==> src/rtl/hazard_unit_sb.sv <==
// rtl/hazard_unit_sb.sv - pipeline hazard/forwarding unit with long-latency scoreboard
module hazard_unit_sb #(
    parameter int REG_AW       = 5,
    parameter int NUM_RD_PORTS = 2,
    parameter int LONG_LAT     = 4
) (
    input  logic                             clk,
    input  logic                             reset,
    input  logic [NUM_RD_PORTS*REG_AW-1:0]   src_iss_hz_i,
    input  logic [NUM_RD_PORTS-1:0]          src_vld_iss_hz_i,
    input  logic [REG_AW-1:0]                rd_iss_hz_i,
    input  logic                             reg_wr_iss_hz_i,
    input  logic                             long_op_iss_hz_i,
    input  logic                             iss_vld_hz_i,
    input  logic                             jump_iss_hz_i,
    input  logic [NUM_RD_PORTS*REG_AW-1:0]   src_ex_hz_i,
    input  logic [REG_AW-1:0]                rd_ex_hz_i,
    input  logic                             mem_to_reg_ex_hz_i,
    input  logic [REG_AW-1:0]                rd_mem_hz_i,
    input  logic                             reg_wr_mem_hz_i,
    input  logic [REG_AW-1:0]                rd_wb_hz_i,
    input  logic                             reg_wr_wb_hz_i,
    input  logic                             branch_taken_ex_hz_i,
    input  logic                             brn_pred_ex_hz_i,
    output logic                             stall_fetch_hz_o,
    output logic                             stall_iss_hz_o,
    output logic                             flush_iss_hz_o,
    output logic                             flush_ex_hz_o,
    output logic [2*NUM_RD_PORTS-1:0]        fwd_ex_hz_o,
    output logic                             long_busy_hz_o,
    output logic                             long_wb_hz_o,
    output logic [REG_AW-1:0]                long_rd_hz_o
);

    localparam int NREG = 1 << REG_AW;

    logic [NREG-1:0]   pending;
    logic [3:0]        cnt;
    logic [REG_AW-1:0] long_rd;
    logic              mispred;
    logic              busy;
    logic              load_use;
    logic              raw_pend;
    logic              waw_pend;
    logic              struct_hz;
    logic              raw_stall;
    logic              accept;

    assign mispred = branch_taken_ex_hz_i & ~brn_pred_ex_hz_i;
    assign busy    = (cnt != 4'd0);

    always_comb begin
        load_use = 1'b0;
        raw_pend = 1'b0;
        for (int p = 0; p < NUM_RD_PORTS; p++) begin
            if (src_vld_iss_hz_i[p]) begin
                if (rd_ex_hz_i == src_iss_hz_i[p*REG_AW +: REG_AW])
                    load_use = 1'b1;
                if (pending[src_iss_hz_i[p*REG_AW +: REG_AW]])
                    raw_pend = 1'b1;
            end
        end
        load_use = load_use & mem_to_reg_ex_hz_i & (rd_ex_hz_i != '0);
    end

    assign waw_pend  = reg_wr_iss_hz_i & pending[rd_iss_hz_i];
    assign struct_hz = long_op_iss_hz_i & busy;
    assign raw_stall = iss_vld_hz_i & (load_use | raw_pend | waw_pend | struct_hz);

    // A mispredict squashes the issue slot, so nothing there needs holding.
    assign stall_iss_hz_o   = raw_stall & ~mispred;
    assign stall_fetch_hz_o = stall_iss_hz_o;
    assign flush_ex_hz_o    = mispred;
    assign flush_iss_hz_o   = mispred | (jump_iss_hz_i & ~stall_iss_hz_o);

    for (genvar p = 0; p < NUM_RD_PORTS; p++) begin : g_fwd
        logic [REG_AW-1:0] src;
        assign src = src_ex_hz_i[p*REG_AW +: REG_AW];
        assign fwd_ex_hz_o[2*p +: 2] =
            (reg_wr_mem_hz_i && rd_mem_hz_i != '0 && rd_mem_hz_i == src) ? 2'b10 :
            (reg_wr_wb_hz_i  && rd_wb_hz_i  != '0 && rd_wb_hz_i  == src) ? 2'b01 :
                                                                           2'b00;
    end

    assign accept = iss_vld_hz_i & long_op_iss_hz_i & ~stall_iss_hz_o & ~mispred;

    // Acceptance needs cnt == 0 and clearing happens at cnt == 1, so set/clear never collide.
    always_ff @(posedge clk) begin
        if (reset) begin
            cnt     <= 4'd0;
            pending <= '0;
            long_rd <= '0;
        end else begin
            if (accept)
                cnt <= 4'(LONG_LAT);
            else if (busy)
                cnt <= cnt - 4'd1;

            if (long_wb_hz_o)
                pending[long_rd] <= 1'b0;
            if (accept && reg_wr_iss_hz_i && rd_iss_hz_i != '0) begin
                pending[rd_iss_hz_i] <= 1'b1;
                long_rd              <= rd_iss_hz_i;
            end
        end
    end

    assign long_busy_hz_o = busy;
    assign long_wb_hz_o   = (cnt == 4'd1);
    assign long_rd_hz_o   = long_rd;

endmodule

==> config.mk <==
export PLATFORM = sky130hd
export DESIGN_NAME = hazard_unit_sb
export DESIGN_NICKNAME = d
export VERILOG_FILES = /design/src/rtl/hazard_unit_sb.sv
export SDC_FILE = /design/constraint.sdc
export NUM_CORES = 1
export LEC_CHECK = 0
export ABC_AREA = 0
export CAP_MARGIN = 25
export CELL_PAD_IN_SITES_DETAIL_PLACEMENT = 1
export CELL_PAD_IN_SITES_GLOBAL_PLACEMENT = 2
export CORE_ASPECT_RATIO = 0.6
export CORE_MARGIN = 8
export CORE_UTILIZATION = 31
export DETAILED_ROUTE_END_ITERATION = 12
export GPL_TIMING_DRIVEN = 0
export PLACE_DENSITY = 0.8
export SYNTH_ARGS = -nofsm -noshare
export SYNTH_HDL_FRONTEND = slang
export SYNTH_SLANG_ARGS = --single-unit
==> constraint.sdc <==
create_clock -name clk -period 5.8 [get_ports clk]
set_input_delay 1.16 -clock clk [delete_from_list [all_inputs] [get_ports clk]]
set_output_delay 1.16 -clock clk [all_outputs]
set_load 0.05 [all_outputs]
==> impl_results.md <==
* Setup violators final at 0
* Hold Vio Cnt, Final at 0
* Core Rows at 28
* Critical setup path kind: in -> out
* Design area at 4100 um2
* Layout cells sized above 1 at between 10% and 20%
* Crit path launch type: primary input
* Area of the multi-input gates at 2240 um2
* Least-Margin Pin Slew at about 850 ps
* Tightest Hold Check Type: reg -> reg
* Chip Width at 147 um
* DRC Markers at 0
* Via total after detailed routing at 3290
* Starting Density at 32.1%
* PortBufs at 58
* Fraction of registers with async set/reset at 0%
* GRT Overall Usage at 18.4%
* EDFF count, synth at 0
* I/O pin count at 68
* Min Tclk post-route at 5580 ps
* Clock Pin Slew Worst Setup and Hold Paths at 60 ps
* Slew Limit Headroom at 43.4%
* CORE AREA at 9950 um2
* Final RePlAce weighted congestion at between 0.8 and 0.9
* Peak VDD IR at 125 uV
* Final period util at 96.2%
* Ant. Diodes at 0
* Syn_area_per_cell at 8.62 um2
* Slew Limit Fails at 0
* Netlist cell types at 43
* Predominant post-synthesis flop cell: dfxtp_1
* Crit-path max FO at 10
* Die Area at 13900 um2
* Syn Std Cell Area at 3200 um2
* Register Area at 821 um2
* Syn nets at 426
* Hold_sp: pending[0]
* DR iter-0 viols at between 200 and 300
* CTS Buf Count at 5
* Worst reg2reg path depth at 7
* Post-Synthesis Cells at 371
* Leakage at 1.40 nW
* Crit path arrival time at 4420 ps
* Congestion Overflow GR at 0
* Layout Skew at 7.33 ps
* Crit. End Element: output port
* PwrDens at 218 nW/um2
* Routed wire per std cell at approximately 23 um
* Commonest non-fill, non-tap cell in the layout: clkdlybuf4s50_1
* Max capacitance violation total at 0
* Clk_lat worst skew at between 200 and 300 ps
* Hold Path Depth at 2
* CTS root buf: clkbuf_16
* Most frequent cells in the layout: 55 x clkdlybuf4s50_1, 48 x o21ai_0, 41 x dfxtp_1
* P&R area growth vs syn at 28.4%
* Seq cells post-synth at between 40 and 50
* Vias per cell at 5.73
* RSZ-0062 raised after global routing: false
* R2R Setup Slk at between 2000 and 2500 ps
* Status: complete, no violations
* Crit path required time at 4640 ps
* First-pass GRT wire length at 19.9 mm
* Post-DP HPWL at approximately 10 mm
* Largest net degree at the start of global routing at 14
* Clk sinks at 41
* RR Endpoint: pending[28]
* Hold endpoint: pending[0]
* Hold buffer count at cts at 0
* Achievable Freq at about 180 MHz
* Ys Warns at 0
* Initial antenna violation count at 0
* Die Height at 94.7 um
* Post-layout power at 0.894 mW
* Seq/Total Area, Yosys at about 26%
* TritonCTS clock tree: built
* Dpl cell area at about 4000 um2
* Reg-to-Reg Start: pending[23]
* Routed WL at 13.0 mm
* Pre-antenna DRT Iters at 5
* Vias in the first global route at between 3000 and 4000
* Routed Antenna Nets at 0
* H-tree depth at 2
* # fillers at 1200
* Nets at 493
* CTS Buffer Depth at 2
-- worst max-delay path, cell delays in order --
cell	delay (ps)
clkbuf_1	620
mux4_2	420
nor2b_1	160
a211oi_1	350
a31oi_1	240
or4b_1	500
buf_2	180
and3_1	230
buf_4	140
dlygate4sd2_1	410
-- state kept, by name (all words and copies together) (netlist names) --
signal        count
pending          32
long_rd_hz_o      5
cnt               4
-- power by group --
| group | total (mW) | internal, mW | switching (mW) |
|---|---|---|---|
| clock | 0.287 | 0.158 | 0.129 |
| combinational | 0.301 | 0.116 | 0.185 |
| sequential | 0.306 | 0.293 | 0.0125 |
| total | 0.894 | 0.568 | 0.326 |
-- cell type report --
class | instances | area share [%]
Buffer | 23 | 2.50
Clock buffer | 5 | 3.05
Clock inverter | 3 | 0.427
Inverter | 9 | 0.823
Multi-Input combinational cell | 298 | 54.7
Sequential cell | 41 | 20.0
Tap cell | 135 | 4.12
Timing Repair Buffer | 60 | 14.4
-- cell families after synthesis --
kind of cell | Yosys count | synth area share [%]
xor+xnor | 31 | 8.49
simple gates | 142 | 26.4
mux | 39 | 18.7
compound gates | 84 | 15.9
buf+inv | 32 | 4.15
flops | 41 | 25.7
fa+ha+maj | 2 | 0.783
-- worst max path at each step --
stage	startpoint	end	slack (ps)	depth (start not counted)
floorplan	src_iss_hz_i[6]	flush_iss_hz_o	260	9
global placement	src_iss_hz_i[0]	flush_iss_hz_o	-260	10
detailed placement	src_iss_hz_i[0]	flush_iss_hz_o	-320	10
CTS	rd_iss_hz_i[2]	stall_fetch_hz_o	100	9
global route	rd_iss_hz_i[2]	stall_iss_hz_o	70	10
finish	rd_iss_hz_i[1]	stall_iss_hz_o	220	10
-- per-layer routing --
layer  global-route usage, %  up-vias  routed length [um]  part of all wire (%)
li1                        -     1517                   -                     -
met1                    27.0     1645                6290                    48
met2                    27.2      117                5620                    43
met3                    4.68       11                 984                   7.6
met4                    2.45        0                  68                  0.52
met5                       0        -                   0                     0
-- Yosys cell counts, types with 2 or more instances --
library cell | count | area share (%)
o221ai_1 | 4 | 1.1
nor2_1 | 13 | 1.5
ha_1 | 2 | 0.78
inv_1 | 9 | 1.1
dfxtp_1 | 41 | 26
nand4_1 | 3 | 0.59
a31oi_1 | 2 | 0.39
mux2i_1 | 18 | 5.6
or3b_2 | 4 | 1.1
mux2_2 | 5 | 1.8
nand2_1 | 24 | 2.8
nand2b_1 | 4 | 0.78
xor2_1 | 22 | 6.0
nand3b_1 | 24 | 5.6
o21ai_0 | 48 | 7.5
xnor2_1 | 9 | 2.5
nand4b_1 | 2 | 0.55
nand3_1 | 13 | 2.0
nor4_1 | 8 | 1.6
and3_1 | 2 | 0.39
o22ai_1 | 4 | 0.78
o21ai_2 | 8 | 2.2
buf_4 | 3 | 0.70
nor3b_1 | 2 | 0.47
o31ai_1 | 5 | 1.2
clkbuf_1 | 18 | 2.1
or4_1 | 7 | 1.6
nor3_1 | 6 | 0.94
and2_1 | 5 | 0.98
a21oi_1 | 9 | 1.4
nor2b_1 | 17 | 3.3
or3_1 | 4 | 0.78
mux4_2 | 16 | 11
-- timing repair --
action	CTS	global route
buffers inserted	0	0
endpoints found under the setup margin	3	2
gates resized for setup	5	3
hold endpoints to repair	0	0
cloned	0	0
-- stage by stage --
step | instances | util (%) | setup slack (ps) | hold slack [ps] | setup TNS, ps
after floorplan | 371 | - | 260 | 446 | 0
after global placement | 564 | 39.7 | -260 | 480 | -481
after detailed placement | 566 | 39.8 | -322 | 492 | -653
after CTS | 574 | 41.3 | 98.8 | 514 | 0
after global routing | 574 | 41.2 | 73.8 | 534 | 0
final | 574 | 41.2 | 223 | 515 | 0
Note: power is estimated with default switching activity, not from simulation.
